[config.mk]
export PLATFORM = sky130hd
export DESIGN_NAME = sc_fifo
export DESIGN_NICKNAME = d
export VERILOG_FILES = /design/src/rtl/sc_fifo.sv
export SDC_FILE = /design/constraint.sdc
export NUM_CORES = 1
export LEC_CHECK = 0
export CORE_UTILIZATION = 50
export DETAILED_ROUTE_END_ITERATION = 8
export PLACE_DENSITY = 0.76
export SYNTH_ARGS = -nofsm -noshare
export SYNTH_HDL_FRONTEND = slang
export SYNTH_SLANG_ARGS = --single-unit
[constraint.sdc]
create_clock -name clock -period 3.3 [get_ports clock]
set_clock_uncertainty 0.15 [all_clocks]
set_input_delay 0.33 -clock clock [delete_from_list [all_inputs] [get_ports clock]]
set_output_delay 0.33 -clock clock [all_outputs]
set_load 0.005 [all_outputs]
[src/rtl/sc_fifo.sv]
// Single-clock FIFO with flags decoded from a registered occupancy count; normal mode q is 1 cycle after rdreq, show-ahead q tracks the head word.
// No backpressure on the ports: a write while full or a read while empty is dropped unless checking is "OFF".
module sc_fifo #(
  parameter int    lpm_width               = 16,
  parameter int    lpm_widthu              = 2,
  parameter int    lpm_numwords            = 4,
  parameter string lpm_showahead           = "OFF",
  parameter string overflow_checking       = "ON",
  parameter string underflow_checking      = "ON",
  parameter int    almost_full_value       = lpm_numwords,
  parameter int    almost_empty_value      = 1,
  parameter string add_ram_output_register = "OFF",
  parameter string use_eab                 = "ON",
  parameter string ram_block_type          = "AUTO",
  parameter string enable_ecc              = "FALSE",
  parameter string lpm_type                = "scfifo"
) (
  input  logic                  clock,
  input  logic                  aclr,
  input  logic                  sclr,
  input  logic [lpm_width-1:0]  data,
  input  logic                  wrreq,
  input  logic                  rdreq,
  output logic [lpm_width-1:0]  q,
  output logic                  empty,
  output logic                  full,
  output logic [lpm_widthu-1:0] usedw,
  output logic                  almost_full,
  output logic                  almost_empty,
  output logic [1:0]            eccstatus
);

  localparam int              PW        = (lpm_numwords > 1) ? $clog2(lpm_numwords) : 1;
  localparam int              CW        = lpm_widthu + 1;
  localparam bit              SHOWAHEAD = (lpm_showahead == "ON");
  localparam bit              OVF_CHK   = (overflow_checking == "ON");
  localparam bit              UNF_CHK   = (underflow_checking == "ON");
  localparam logic [PW-1:0]   LAST_PTR  = PW'(lpm_numwords - 1);
  localparam logic [CW-1:0]   DEPTH     = CW'(lpm_numwords);
  localparam logic [31:0]     AFV       = almost_full_value;
  localparam logic [31:0]     AEV       = almost_empty_value;

  if ((1 << lpm_widthu) < lpm_numwords) begin : g_bad_widthu
    $error("sc_fifo: lpm_widthu too small for lpm_numwords");
  end

  logic [lpm_width-1:0] mem_q [lpm_numwords];
  logic [PW-1:0]        wr_ptr_q, wr_ptr_d;
  logic [PW-1:0]        rd_ptr_q, rd_ptr_d;
  logic [CW-1:0]        cnt_q, cnt_d;
  logic [lpm_width-1:0] q_q, q_d;
  logic [lpm_width-1:0] head;
  logic                 empty_int, full_int, wr_acc, rd_acc;
  logic [31:0]          cnt_ext;

  function automatic logic [PW-1:0] ptr_inc(input logic [PW-1:0] p);
    return (p == LAST_PTR) ? '0 : p + PW'(1);
  endfunction

  always_comb begin
    empty_int = (cnt_q == '0);
    full_int  = (cnt_q == DEPTH);
    wr_acc    = wrreq && !(full_int && OVF_CHK);
    rd_acc    = rdreq && !(empty_int && UNF_CHK);
    head      = mem_q[rd_ptr_q];
    wr_ptr_d  = wr_ptr_q;
    rd_ptr_d  = rd_ptr_q;
    cnt_d     = cnt_q;
    q_d       = q_q;
    if (sclr) begin
      wr_ptr_d = '0;
      rd_ptr_d = '0;
      cnt_d    = '0;
      // Show-ahead q falls back to q_q once empty; capture the visible head so q does not change.
      if (SHOWAHEAD && !empty_int) q_d = head;
    end else begin
      if (wr_acc) wr_ptr_d = ptr_inc(wr_ptr_q);
      if (rd_acc) begin
        rd_ptr_d = ptr_inc(rd_ptr_q);
        q_d      = head;
      end
      case ({wr_acc, rd_acc})
        2'b10:   cnt_d = cnt_q + CW'(1);
        2'b01:   cnt_d = cnt_q - CW'(1);
        default: cnt_d = cnt_q;
      endcase
    end
  end

  always_ff @(posedge clock or negedge aclr) begin
    if (!aclr) begin
      wr_ptr_q <= '0;
      rd_ptr_q <= '0;
      cnt_q    <= '0;
      q_q      <= '0;
    end else begin
      wr_ptr_q <= wr_ptr_d;
      rd_ptr_q <= rd_ptr_d;
      cnt_q    <= cnt_d;
      q_q      <= q_d;
    end
  end

  always_ff @(posedge clock) begin
    if (!sclr && wr_acc) mem_q[wr_ptr_q] <= data;
  end

  assign cnt_ext      = 32'(cnt_q);
  assign q            = (SHOWAHEAD && !empty_int) ? head : q_q;
  assign empty        = empty_int;
  assign full         = full_int;
  assign usedw        = cnt_q[lpm_widthu-1:0];
  assign almost_full  = (cnt_ext >= AFV);
  assign almost_empty = (cnt_ext < AEV);
  assign eccstatus    = 2'b00;

endmodule

==> results.md <==
- Post-CTS setup buffer count: 0
- Peak VDD IR: roughly 0.42 mV
- Final Cycle Share: 0.762
- WS Path Type: reg2reg
- Most frequently used flop master after synthesis: edfxtp_1
- DRT iter0 DRCs: 73
- Die height: roughly 86 um
- Leakage: between 1.5 and 2 nW
- Core ar.: 6830 um^2
- Die area: 7460 um^2
- Sequential area share after synthesis: 0.702
- Post-synth top area share: 0.540
- Share of layout cells above drive strength 1: 0.220
- Cells after DPL: around 320
- Vias: ~1700
- Clock input transition at the sequential cells of the worst setup and hold paths: around 0.090 ns
- Clock Root Buffer: clkbuf_8
- CTS tree: done
- Cell Rows: 30
- Initial antenna violation count: 0
- CP Cell Sequence: inv_1 -> ha_1 -> a21boi_1 -> buf_4 -> nor2b_1 -> and2_1 -> buf_4
- HP Class: in2async
- Finished Layout Cells: 332
- Logic gate share of total power: 0.272
- Worst-skew pair later-pin latency: approximately 0.35 ns
- Synth Instances: about 180
- Depth of the most critical reg-to-reg path: 7
- Port bufs: 42
- PwrDens: approximately 740 nW/um^2
- Final ANT Viol Nets: 0
- # DRC: 0
- Post-cts sizing count: 0
- Fin crit period: around 2.5 ns
- Worst path most repeated cell: buf_4
- Io pins: 45
- Pin slew with the least headroom to its limit: around 1.0 ns
- Worst setup margin: between 0.7 and 0.8 ns
- Net Switching: between 0.8 and 0.9 mW
- Post-Syn Area: roughly 3600 um^2
- Area leader, netlist: edfxtp_1
- Status: finished clean
- CTS Hold Bufs: 0
- Number of synthesized register bits: 87
- Cell Int Power: about 2.3 mW
- Crit path largest cell delay: roughly 0.43 ns
- Top-count cell post-synth: edfxtp_1
- Yosys cell types: 31
- Sequential share of power: 0.468
- Clock Power Share: 0.260
- Post-synth EDFFs: 64
- Setup TNS Final: 0 ns
- DPL Wire Length: approximately 3600 um
- Max-slew headroom: 0.328
- Design Power: approximately 3.2 mW
- Crit-path slowest cell: dfrtp_1
- Final hold vios: 0
- Die Width: between 80 and 90 um
- CP Data Required Time: approximately 3.2 ns
- Synth Warn #: 0
- F_max: 398 MHz
- Final setup fails: 0
- Pre-CTS setup slack: about 0.78 ns
- DR WL/cell: 17.2 um
- Ant. Diodes: 0
- Area Overhead vs Synth: 20.5%
- Ranking of synthesized cells by area: edfxtp_1 54%, dfrtp_1 16%, mux4_1 5.9%
- Mapped Avg Cell Area: 19.6 um^2
- Switching share of power: 0.256
- CTS sink cnt: 87
- Num CTS Buffers: 9
- GR Overflow Total: 0
- Critical Path Sink Type: flip-flop
- Fin nets: 260
- Critical R2R Launch: cnt_q[0]$_DFFE_PN0P_
- RSZ-0062 raised after global routing: no
- Largest net degree at the start of global routing: 24
- Worst R2R End: mem_q[2][7]$_DFFE_PP_
- Async S/R FF share, synth: 0.264
- Reg2reg setup slack: 0.79 ns
- Vias in the first global route: 1812
- CP Data Arrival Time: approximately 2.4 ns
- Post-synth top cells: 64 x edfxtp_1, 23 x dfrtp_1, 10 x mux2_2
- Initial Utilization: 0.521
- Placed cell area: ~4000 um^2
- CTS Buffer Depth: 2
- Worst-path fanout max: 11
- Via/cell ratio: roughly 5
- Total wire length: ~5700 um
- First-pass GRT wire length: roughly 9400 um
- All-Layer GR Usage: 0.178
- Max-slew violations: 0
- Placer congestion estimate: 0.732
- DRT Pass-1 Iters: 4
- Max cap viols: 0
- CTS H-tree depth: 3
- Post-route cell area: approximately 4300 um^2
- CP Launch Type: flip-flop
==> per-stage QoR <==
stage | util | hold slack, ns
4_1_cts | 0.628 | 0.182
3_5_place_dp | 0.594 | 0.346
5_1_grt | 0.628 | 0.220
2_1_floorplan | - | -0.116
6_report | 0.628 | 0.187
3_3_place_gp | 0.594 | 0.340
==> sequential cells by signal, indices dropped and copies added (netlist names) <==
signal,count
q,16
mem_q,64
wr_ptr_q,2
rd_ptr_q,2
cnt_q,3
==> metal layers <==
| metal | GRT usage | wire (um) | part of all wire |
|---|---|---|---|
| met1 | 0.223 | 2560 | 0.45 |
| met4 | 0.0682 | 53 | 0.0093 |
| met2 | 0.302 | 2880 | 0.50 |
| met5 | 0 | 0 | 0 |
| met3 | 0.0438 | 215 | 0.038 |
==> layout make-up <==
class	count	area [um^2]
multi-input combinational	79	951
inverter	5	18.8
sequential	87	2500
fill	514	2540
clock buffer	9	124
timing repair buffer	49	473
clock inverter	7	104
tap	96	120
==> cell families (layout without fill, tap and decap cells) <==
kind of cell / Yosys count / in the layout / synth area share
other: 1 / 2 / 0.00105
adders and majority gates: 8 / 8 / 0.0281
DFF: 87 / 87 / 0.702
xor gates and xnor gates: 2 / 2 / 0.00492
muxes: 34 / 34 / 0.175
and+or+nand+nor: 25 / 25 / 0.0443
buffers and inverters: 17 / 70 / 0.0320
AOI/OAI and AO/OA: 8 / 8 / 0.0127
==> worst max-delay path by stage <==
stage                         startpoint                     to  cells after the start
floorplan           cnt_q[0]$_DFFE_PN0P_  mem_q[0][0]$_DFFE_PP_                      6
global placement                   wrreq  mem_q[2][9]$_DFFE_PP_                      6
detailed placement                 wrreq  mem_q[2][9]$_DFFE_PP_                      6
CTS                 cnt_q[0]$_DFFE_PN0P_  mem_q[2][7]$_DFFE_PP_                      7
global route        cnt_q[0]$_DFFE_PN0P_  mem_q[2][7]$_DFFE_PP_                      7
finish              cnt_q[0]$_DFFE_PN0P_  mem_q[2][7]$_DFFE_PP_                      7
==> worst max-delay path, delay by kind of cell, from the launching register on <==
family | cells | cell delay (ns)
AO/OA/AOI/OAI | 1 | 0.15
flip-flops | 1 | 0.43
AND/OR/NAND/NOR | 2 | 0.69
adder cells (fa/ha/maj) | 1 | 0.25
buffers and inverters | 3 | 0.54
==> cell usage in the layout (no fill, tap or decap), drive strengths merged, types with 3 or more instances in the layout <==
cell type	n
clkbuf	9
and2	5
a21oi	4
clkdlybuf4s50	42
mux4	16
nand2	4
dfrtp	23
mux2	18
inv	7
buf	7
ha	8
nor2	6
clkinv	3
edfxtp	64
==> power groups by stage <==
| stage | registers, mW | logic [mW] | clock network (mW) |
|---|---|---|---|
| global route | 1.50 | 0.933 | 0.880 |
| detailed placement | 1.51 | 0.865 | 0 |
| global placement | 1.50 | 0.853 | 0 |
| CTS | 1.48 | 0.874 | 0.844 |
| finish | 1.48 | 0.859 | 0.821 |
| floorplan | 1.45 | 0.554 | 0 |
Note: power is estimated with default switching activity, not from simulation.
